$ cat config.mk
export PLATFORM = sky130hd
export DESIGN_NAME = neo_coin_meter
export DESIGN_NICKNAME = d
export VERILOG_FILES = /design/src/rtl/neo_coin_meter_pkg.sv /design/src/rtl/neo_coin_chan.sv /design/src/rtl/neo_coin_meter.sv
export SDC_FILE = /design/constraint.sdc
export NUM_CORES = 1
export LEC_CHECK = 0
export BUFFER_PORTS_ARGS = -buffer_cell sky130_fd_sc_hd__buf_2
export CORE_MARGIN = 10
export CORE_UTILIZATION = 46
export CTS_CLUSTER_DIAMETER = 40
export CTS_CLUSTER_SIZE = 12
export DETAILED_ROUTE_END_ITERATION = 16
export PLACE_DENSITY_LB_ADDON = 0.08
export SYNTH_ARGS = -nofsm -noshare
export SYNTH_HDL_FRONTEND = slang
export SYNTH_SLANG_ARGS = --single-unit
export TNS_END_PERCENT = 10
$ cat constraint.sdc
create_clock -name CLK -period 2.6 [get_ports CLK]
set_input_delay 0.26 -clock CLK [delete_from_list [all_inputs] [get_ports CLK]]
set_output_delay 0.26 -clock CLK [all_outputs]
set_load 0.01 [all_outputs]
$ cat src/rtl/neo_coin_meter_pkg.sv
// Shared definitions for the coin-meter pulse generator: channel state encoding and timer sizing.
package neo_coin_meter_pkg;

  localparam int TIMER_W = 8;

  typedef enum logic [1:0] {
    ST_IDLE  = 2'd0,
    ST_PULSE = 2'd1,
    ST_GAP   = 2'd2
  } chan_state_e;

  // Terminal timer value for a phase lasting 'ticks' strobes.
  function automatic logic [TIMER_W-1:0] last_tick(input int ticks);
    return TIMER_W'(ticks - 1);
  endfunction

endpackage

$ cat src/rtl/neo_coin_chan.sv
// One coin-meter channel: synchroniser, rising-edge detect, pending queue,
// pulse/gap sequencer and sticky overflow flag.
module neo_coin_chan
  import neo_coin_meter_pkg::*;
#(
  parameter int PULSE_TICKS = 50,
  parameter int GAP_TICKS   = 50,
  parameter int PEND_W      = 4,
  parameter int SYNC_STAGES = 2
) (
  input  logic              CLK,
  input  logic              nRESET,
  input  logic              TICK_EN,
  input  logic              COUNTER,
  output logic              nMETER,
  output logic [PEND_W-1:0] PENDING,
  output logic              OVERFLOW
);

  localparam logic [TIMER_W-1:0] PULSE_LAST = last_tick(PULSE_TICKS);
  localparam logic [TIMER_W-1:0] GAP_LAST   = last_tick(GAP_TICKS);
  localparam logic [TIMER_W-1:0] TIMER_ZERO = {TIMER_W{1'b0}};
  localparam logic [TIMER_W-1:0] TIMER_ONE  = TIMER_W'(1);
  localparam logic [PEND_W-1:0]  PEND_ZERO  = {PEND_W{1'b0}};
  localparam logic [PEND_W-1:0]  PEND_ONE   = PEND_W'(1);
  localparam logic [PEND_W-1:0]  PEND_FULL  = {PEND_W{1'b1}};

  logic [SYNC_STAGES-1:0] sync_q, sync_d;
  logic                   prev_q, prev_d;
  logic [PEND_W-1:0]      pend_q, pend_d;
  logic                   ovf_q, ovf_d;
  logic [TIMER_W-1:0]     timer_q, timer_d;
  chan_state_e            state_q, state_d;
  logic                   nmeter_q, nmeter_d;
  logic                   inc_s, dec_s;

  // Next-state logic: edge detect, sequencer, pending counter.
  always_comb begin
    sync_d   = {sync_q[SYNC_STAGES-2:0], COUNTER};
    prev_d   = sync_q[SYNC_STAGES-1];
    inc_s    = sync_q[SYNC_STAGES-1] & ~prev_q;
    state_d  = state_q;
    timer_d  = timer_q;
    dec_s    = 1'b0;
    pend_d   = pend_q;
    ovf_d    = ovf_q;

    case (state_q)
      ST_IDLE: begin
        if (pend_q != PEND_ZERO) begin
          state_d = ST_PULSE;
          timer_d = TIMER_ZERO;
          dec_s   = 1'b1;
        end else begin
          state_d = ST_IDLE;
        end
      end
      ST_PULSE: begin
        if (TICK_EN && (timer_q == PULSE_LAST)) begin
          state_d = ST_GAP;
          timer_d = TIMER_ZERO;
        end else if (TICK_EN) begin
          timer_d = timer_q + TIMER_ONE;
        end else begin
          timer_d = timer_q;
        end
      end
      ST_GAP: begin
        // The next queued increment starts on the very edge the gap expires.
        if (TICK_EN && (timer_q == GAP_LAST)) begin
          timer_d = TIMER_ZERO;
          if (pend_q != PEND_ZERO) begin
            state_d = ST_PULSE;
            dec_s   = 1'b1;
          end else begin
            state_d = ST_IDLE;
          end
        end else if (TICK_EN) begin
          timer_d = timer_q + TIMER_ONE;
        end else begin
          timer_d = timer_q;
        end
      end
      default: begin
        state_d = ST_IDLE;
        timer_d = TIMER_ZERO;
      end
    endcase

    if (inc_s && !dec_s) begin
      if (pend_q == PEND_FULL) begin
        ovf_d = 1'b1;
      end else begin
        pend_d = pend_q + PEND_ONE;
      end
    end else if (dec_s && !inc_s) begin
      pend_d = pend_q - PEND_ONE;
    end else begin
      pend_d = pend_q;
    end

    nmeter_d = (state_d != ST_PULSE);
  end

  // Channel state registers with synchronous active-low reset.
  always_ff @(posedge CLK) begin
    if (!nRESET) begin
      sync_q   <= {SYNC_STAGES{1'b0}};
      prev_q   <= 1'b0;
      pend_q   <= PEND_ZERO;
      ovf_q    <= 1'b0;
      timer_q  <= TIMER_ZERO;
      state_q  <= ST_IDLE;
      nmeter_q <= 1'b1;
    end else begin
      sync_q   <= sync_d;
      prev_q   <= prev_d;
      pend_q   <= pend_d;
      ovf_q    <= ovf_d;
      timer_q  <= timer_d;
      state_q  <= state_d;
      nmeter_q <= nmeter_d;
    end
  end

  assign nMETER   = nmeter_q;
  assign PENDING  = pend_q;
  assign OVERFLOW = ovf_q;

endmodule

$ cat src/rtl/neo_coin_meter.sv
// Coin-meter and lockout driver: two independent meter channels plus
// synchronised, registered lockout solenoid drives.
module neo_coin_meter
  import neo_coin_meter_pkg::*;
#(
  parameter int PULSE_TICKS = 50,
  parameter int GAP_TICKS   = 50,
  parameter int PEND_W      = 4,
  parameter int SYNC_STAGES = 2
) (
  input  logic              CLK,
  input  logic              nRESET,
  input  logic              TICK_EN,
  input  logic              COUNTER1,
  input  logic              COUNTER2,
  input  logic              LOCKOUT1,
  input  logic              LOCKOUT2,
  output logic              nMETER1,
  output logic              nMETER2,
  output logic              nLOCK1,
  output logic              nLOCK2,
  output logic [PEND_W-1:0] PENDING1,
  output logic [PEND_W-1:0] PENDING2,
  output logic [1:0]        OVERFLOW
);

  logic [SYNC_STAGES-1:0] lock1_sync_q, lock1_sync_d;
  logic [SYNC_STAGES-1:0] lock2_sync_q, lock2_sync_d;
  logic [1:0]             nlock_q, nlock_d;
  logic                   ovf1_s, ovf2_s;

  neo_coin_chan #(
    .PULSE_TICKS(PULSE_TICKS), .GAP_TICKS(GAP_TICKS),
    .PEND_W(PEND_W), .SYNC_STAGES(SYNC_STAGES)
  ) u_chan1 (
    .CLK(CLK), .nRESET(nRESET), .TICK_EN(TICK_EN), .COUNTER(COUNTER1),
    .nMETER(nMETER1), .PENDING(PENDING1), .OVERFLOW(ovf1_s)
  );

  neo_coin_chan #(
    .PULSE_TICKS(PULSE_TICKS), .GAP_TICKS(GAP_TICKS),
    .PEND_W(PEND_W), .SYNC_STAGES(SYNC_STAGES)
  ) u_chan2 (
    .CLK(CLK), .nRESET(nRESET), .TICK_EN(TICK_EN), .COUNTER(COUNTER2),
    .nMETER(nMETER2), .PENDING(PENDING2), .OVERFLOW(ovf2_s)
  );

  // Lockout synchronisers feeding the inverted solenoid drive register.
  always_comb begin
    lock1_sync_d = {lock1_sync_q[SYNC_STAGES-2:0], LOCKOUT1};
    lock2_sync_d = {lock2_sync_q[SYNC_STAGES-2:0], LOCKOUT2};
    nlock_d      = {~lock2_sync_q[SYNC_STAGES-1], ~lock1_sync_q[SYNC_STAGES-1]};
  end

  // Lockout registers with synchronous active-low reset.
  always_ff @(posedge CLK) begin
    if (!nRESET) begin
      lock1_sync_q <= {SYNC_STAGES{1'b0}};
      lock2_sync_q <= {SYNC_STAGES{1'b0}};
      nlock_q      <= 2'b11;
    end else begin
      lock1_sync_q <= lock1_sync_d;
      lock2_sync_q <= lock2_sync_d;
      nlock_q      <= nlock_d;
    end
  end

  assign nLOCK1   = nlock_q[0];
  assign nLOCK2   = nlock_q[1];
  assign OVERFLOW = {ovf2_s, ovf1_s};

endmodule

Yosys cells after proc, flatten, opt, wreduce, memory -nomap -nowiden
Index checks and enable logic that the tools add are counted. W data, S select, Z words.

Register bits after elaboration: 44. Bits of input ports: 7. Output and inout port bits: 14. Word-level logic and storage cells: 97.

Add/subtract/negate cells: 6. Equal/unequal tests: 16. Multiplexer cells: 28. Bitwise gates (word level): 6. Reduce and logical (&&, ||, !) cells: 24.

Operators by type and width (number): $mux W8 (6); $pmux W8 S2 (2); $mux W4 (6); $add A8 B1 Y8 const B (2); $eq A8 B6 Y1 const B (2); $pmux W2 S3 (2); $reduce_and A2 Y1 (6); $add A4 B1 Y4 const B (2); $eq A4 B4 Y1 const B (2); $mux W2 (4); $ne A2 B1 Y1 const B (4); $reduce_bool A4 Y1 (2); $sub A4 B1 Y4 const B (2); $logic_and A1 B1 Y1 (6); $mux W1 (6); $ne A3 B1 Y1 const B (2); $eq A2 B1 Y1 const B (2); $eq A2 B2 Y1 const B (2); $logic_not A1 Y1 (4); $logic_not A2 Y1 (2); $ne A2 B2 Y1 const B (2); $not A1 Y1 (4); $pmux W1 S2 (2); $reduce_bool A2 Y1 (2); other kinds (2) (4).

Logic depth before layout (Yosys ltp)
Word-level depth: 8. Mapped depth: 12. Depth with buffers taken out: 12.

Cells and area by module
Synthesis repeated with hierarchy kept, for this count alone.

Cells, all modules: 248. Area total of the unflattened synthesis: 2327.2 sq um.

By module, submodules not included: neo_coin_chan (instances 2, cells each 117, area each 1079.8 sq um, seq. area each 380.4 sq um); neo_coin_meter (instances 1, cells each 14, area each 167.7 sq um, seq. area each 120.1 sq um).

Least setup slack after synthesis
No wires, ideal clock.

Kind: reg2reg. From: register u_chan1.timer_q[1]. To: register u_chan1.pend_q[3] (netlist: u_chan1.PENDING[3]). Setup time: 0.072 ns. Data arrival time: 2.273 ns. Data required time: 2.528 ns. Setup slack: 0.256 ns. Cell stages (with the launch flop): 13. Buffers on the path: 0. Clock period less this slack: 2.344 ns. Cells stage by stage: dfxtp_1 > inv_1 > ha_1 > nor2b_1 > a41oi_2 > o21a_2 > inv_1 > ha_1 > a21o_1 > a21oi_1 > a41oi_1 > a22oi_2 > mux2i_1.

Word-level cells in the longest chain between the ends: 8. Elaborated cells on any way between the ends: 11. Those cells by class: eq/ne (2); mux (3); reduce/logical (6).

RTL lines: start: declaration (line neo_coin_chan.sv:32) `logic [TIMER_W-1:0] timer_q, timer_d;`; start signal: assignment (line neo_coin_chan.sv:120) `timer_q <= timer_d;`; $eq A8 B6 Y1 (*) (line neo_coin_chan.sv:70) `if (TICK_EN && (timer_q == GAP_LAST)) begin`; $logic_and A1 B1 Y1 (*) (line neo_coin_chan.sv:70); $mux W1 (*) (line neo_coin_chan.sv:70); $pmux W1 S2 (*) (line neo_coin_chan.sv:48) `case (state_q)`; $logic_not A1 Y1 (line neo_coin_chan.sv:90) `if (inc_s && !dec_s) begin`; $logic_and A1 B1 Y1 (line neo_coin_chan.sv:90); $ne A2 B2 Y1 (no source line) / $reduce_bool A2 Y1 (equally long branches); $reduce_and A2 Y1 (no source line); end signal: assignment (line neo_coin_chan.sv:118) `pend_q <= pend_d;`; end: declaration (line neo_coin_chan.sv:30) `logic [PEND_W-1:0] pend_q, pend_d;`.

Mark *: on every way between the ends. The rest lies on a longest branch, timed or not. A chain may end at the register's enable or synchronous reset.

Final worst setup path
From: register u_chan2.timer_q[1]. To: register u_chan2.pend_q[3] (netlist: u_chan2.PENDING[3]).

Word-level cells in the longest chain between the ends: 8. Elaborated cells on any way between the ends: 11. Those cells by class: eq/ne (2); mux (3); reduce/logical (6).

RTL lines (line): start: declaration (neo_coin_chan.sv:32); start signal: assignment (neo_coin_chan.sv:120); $eq A8 B6 Y1 (*) (neo_coin_chan.sv:70); $logic_and A1 B1 Y1 (*) (neo_coin_chan.sv:70); $mux W1 (*) (neo_coin_chan.sv:70); $pmux W1 S2 (*) (neo_coin_chan.sv:48); $logic_not A1 Y1 (neo_coin_chan.sv:90); $logic_and A1 B1 Y1 (neo_coin_chan.sv:90); $ne A2 B2 Y1 (no source line) / $reduce_bool A2 Y1 (equally long branches); $reduce_and A2 Y1 (no source line); end signal: assignment (neo_coin_chan.sv:118); end: declaration (neo_coin_chan.sv:30).

Marks and branches as above.

==> results.md <==
### Outcome
- **run status** finished clean

### Timing
- **Relative slew margins** 60.3%
- **setup repair after global routing missed its margin** no
- **part of the cycle the worst path needs** 92.0%
- **WHS** 0.177 ns
- **max-slew violation count** 0
- **TNS Setup** 0 ns
- **Setup Skew** 0.00353 ns
- **post-layout minimum cycle time** 2.39 ns
- **slew at the pin with the worst max-slew slack** 0.595 ns
- **final count of hold timing violations** 0
- **final setup violation count** 0
- **Fmax achieved** 0.418 GHz

### Floorplan
- **count of standard-cell rows** 25
- **number of ports placed on the die boundary** 21
- **die area** 8060 um^2
- **Initial Util** 47.4%
- **x dimension of the die** 89.8 um
- **die extent in y** 89.8 um
- **area of the core** 4720 um^2

### Logic synthesis
- **syn avg cell area** 10.0 um^2
- **cell type contributing the most total cell area after synthesis** sky130_fd_sc_hd__dfxtp_1
- **number of enable-type register cells in the synthesized netlist** 0
- **count of warnings emitted by yosys** 0
- **number of different library cells in the post-synthesis netlist** 38
- **ys flop type** sky130_fd_sc_hd__dfxtp_1
- **Seq/Total Area, Yosys** 39.3%
- **fraction of post-synthesis cell area in the top cell type by area** 39.3%
- **Synth Net Count** 249
- **cell with the most instances after synthesis** sky130_fd_sc_hd__dfxtp_1
- **number of instances in the synthesized netlist** 224
- **Post-synth top cells** 44 x sky130_fd_sc_hd__dfxtp_1, 24 x sky130_fd_sc_hd__nand2_1, 16 x sky130_fd_sc_hd__and2_1, 16 x sky130_fd_sc_hd__ha_1
- **total of flip-flops plus latches after synthesis** 44
- **post-synth design cell area** 2240 um^2
- **asr flop ratio synth** 0%
- **biggest area contributors in the synthesized netlist** sky130_fd_sc_hd__dfxtp_1 39%, sky130_fd_sc_hd__ha_1 8.9%, sky130_fd_sc_hd__xor2_1 5.5%, sky130_fd_sc_hd__and2_1 4.5%, sky130_fd_sc_hd__mux2i_1 4.5%

### Detailed routing
- **number of DRC violations after detailed-routing iteration 0** 48
- **overall via count from detail_route** 1560
- **vias per cell** 4.86
- **count of TritonRoute iterations in the first routing pass** 4
- **# DRC** 0
- **Routed wire per std cell** 11.8 um
- **final antenna-violating net count** 0
- **aggregate routed wire length** 3780 um

### Global routing
- **number of antenna violations at the first check in global routing** 0
- **global-route wire length before repair** 7070 um
- **maximum number of pins on one net before global-route repair** 41
- **global-route congestion overflow total** 0
- **number of global-route vias before repair** 1535
- **overall routing resource usage** 10.1%

### Clock tree
- **TritonCTS clock tree** yes
- **Clk Tree Root Cell** sky130_fd_sc_hd__clkbuf_8
- **Worst-path clk slew** 0.08 ns
- **post-CTS setup-driven buffer insertion count** 0
- **H-tree depth reported by CTS** 2
- **number of buffers on the longest clock path** 2
- **Resized cells post-CTS** 0
- **number of buffers added to fix hold violations after cts** 0
- **number of clock sinks** 44
- **clock insertion delay at the later pin of the skew report** 0.29 ns
- **number of CTS-inserted buffers** 5

### Cells and area
- **post-route cell area** 2570 um^2
- **number of nets at the end of the flow** 278
- **Ant. Diodes** 0
- **Final Instance Count excl. Fillers** 321
- **area growth from synthesis to layout** 14.6%
- **proportion of layout cells with a drive suffix above 1** 24.0%

### Critical path
- **class of the most critical setup path** register to register
- **largest fanout of any net on the critical path** 4
- **kind of end point of the critical path** register
- **WP data arrival** 2.61 ns
- **worst path required time** 2.82 ns
- **nature of the critical path startpoint** register

### Job
- **max_cap viols** 0

### Placement
- **post-placement cell count** 313
- **placement-stage cell area** 2440 um^2
- **routability congestion estimate from global placement** 0.811
- **number of port buffers** 20
- **post-DP HPWL** 2810 um

### Power
- **leak pwr** 1.09 nW
- **power density cells** 990 nW/um^2
- **Max rail drop VDD** 0.000423 V

### Worst hold path
- **path class of the lowest-slack min-delay path** input port to register

[final timing paths]
path	end	cells after the start	slack (ns)	start
setup / recovery	u_chan2.PENDING[3]	12	0.21	u_chan2.timer_q[1]
hold / removal	u_chan1.sync_q[0]	2	0.18	COUNTER1
setup reg to reg	u_chan2.PENDING[3]	12	0.21	u_chan2.timer_q[1]
hold reg to reg	nlock_q[1]	1	0.37	lock2_sync_q[1]
[power by group]
part           total, W  leakage (nW)  internal (W)  switching [W]
Combinational   0.00113         0.676      0.000552       0.000579
Clock          0.000510        0.0552      0.000285       0.000224
Sequential     0.000899         0.360      0.000783       0.000116
[placed cells by master (no fill, tap or decap), drive strengths merged, types with 3 or more instances in the layout]
cell type  Yosys  layout
buf            2      28
mux2i         10      10
a21oi          6       6
and3           3       3
nand2         24      24
o21a           4       4
nor2b          5       5
nand4          5       5
xor2          14      14
inv            8       8
ha            16      16
clkbuf         4       6
nand2b         3       3
o21ai          4       4
and2          17      17
dfxtp         44      44
a21o           4       4
a41oi          4       4
nand3          9       9
nor2          14      14
o22ai          4       4
[flip-flops by register name (all words and copies together), names as in the netlist, 4 cells and up]
signal and count:
u_chan1.timer_q 8, u_chan2.timer_q 8, u_chan1.PENDING 4, u_chan2.PENDING 4
[stage by stage]
step           util, %  total power (W)  setup slack, ns
2_1_floorplan        -          0.00172            0.256
3_3_place_gp      51.7          0.00203            0.151
3_5_place_dp      51.7          0.00204           0.0824
4_1_cts           54.0          0.00256           0.0494
5_1_grt           54.3          0.00276           0.0143
6_report          54.3          0.00254            0.208
[layout make-up]
type | count | area [um^2]
fillers | 451 | 2160
multi-input cells | 166 | 1300
flip-flops and latches | 44 | 883
repair buffers | 28 | 160
well taps | 67 | 83.8
clock buffers | 6 | 72.6
clock inverters | 2 | 35.0
inverters | 8 | 30.0
[logic make-up (layout without fill, tap and decap cells)]
group / after synthesis / after routing / synth area share, %
AO/OA/AOI/OAI: 32 / 32 / 12.0
XOR/XNOR: 14 / 14 / 5.47
adder cells (fa/ha/maj): 18 / 18 / 10.7
buffers and inverters: 14 / 44 / 3.13
flip-flops: 44 / 44 / 39.3
multiplexers: 10 / 10 / 4.47
AND/OR/NAND/NOR: 92 / 92 / 24.9
[metal layers]
layer / GRT usage, % / wire length (um)
met1: 13.0 / 1960
met4: 3.23 / 36
met3: 3.74 / 224
met5: 0 / 0
met2: 15.2 / 1560
[critical path, cell delays in order (launching register included)]
cell                      delay (ns)
sky130_fd_sc_hd__dfxtp_1        0.35
sky130_fd_sc_hd__inv_1          0.06
sky130_fd_sc_hd__ha_1           0.17
sky130_fd_sc_hd__nor2b_2        0.16
sky130_fd_sc_hd__a41oi_2        0.22
sky130_fd_sc_hd__o21a_2         0.21
sky130_fd_sc_hd__inv_1          0.11
sky130_fd_sc_hd__ha_1           0.29
sky130_fd_sc_hd__a21o_1         0.19
sky130_fd_sc_hd__a21oi_2        0.17
sky130_fd_sc_hd__a41oi_1        0.07
sky130_fd_sc_hd__a22oi_2        0.15
sky130_fd_sc_hd__mux2i_1        0.19
(Power assumes the default switching activity.)
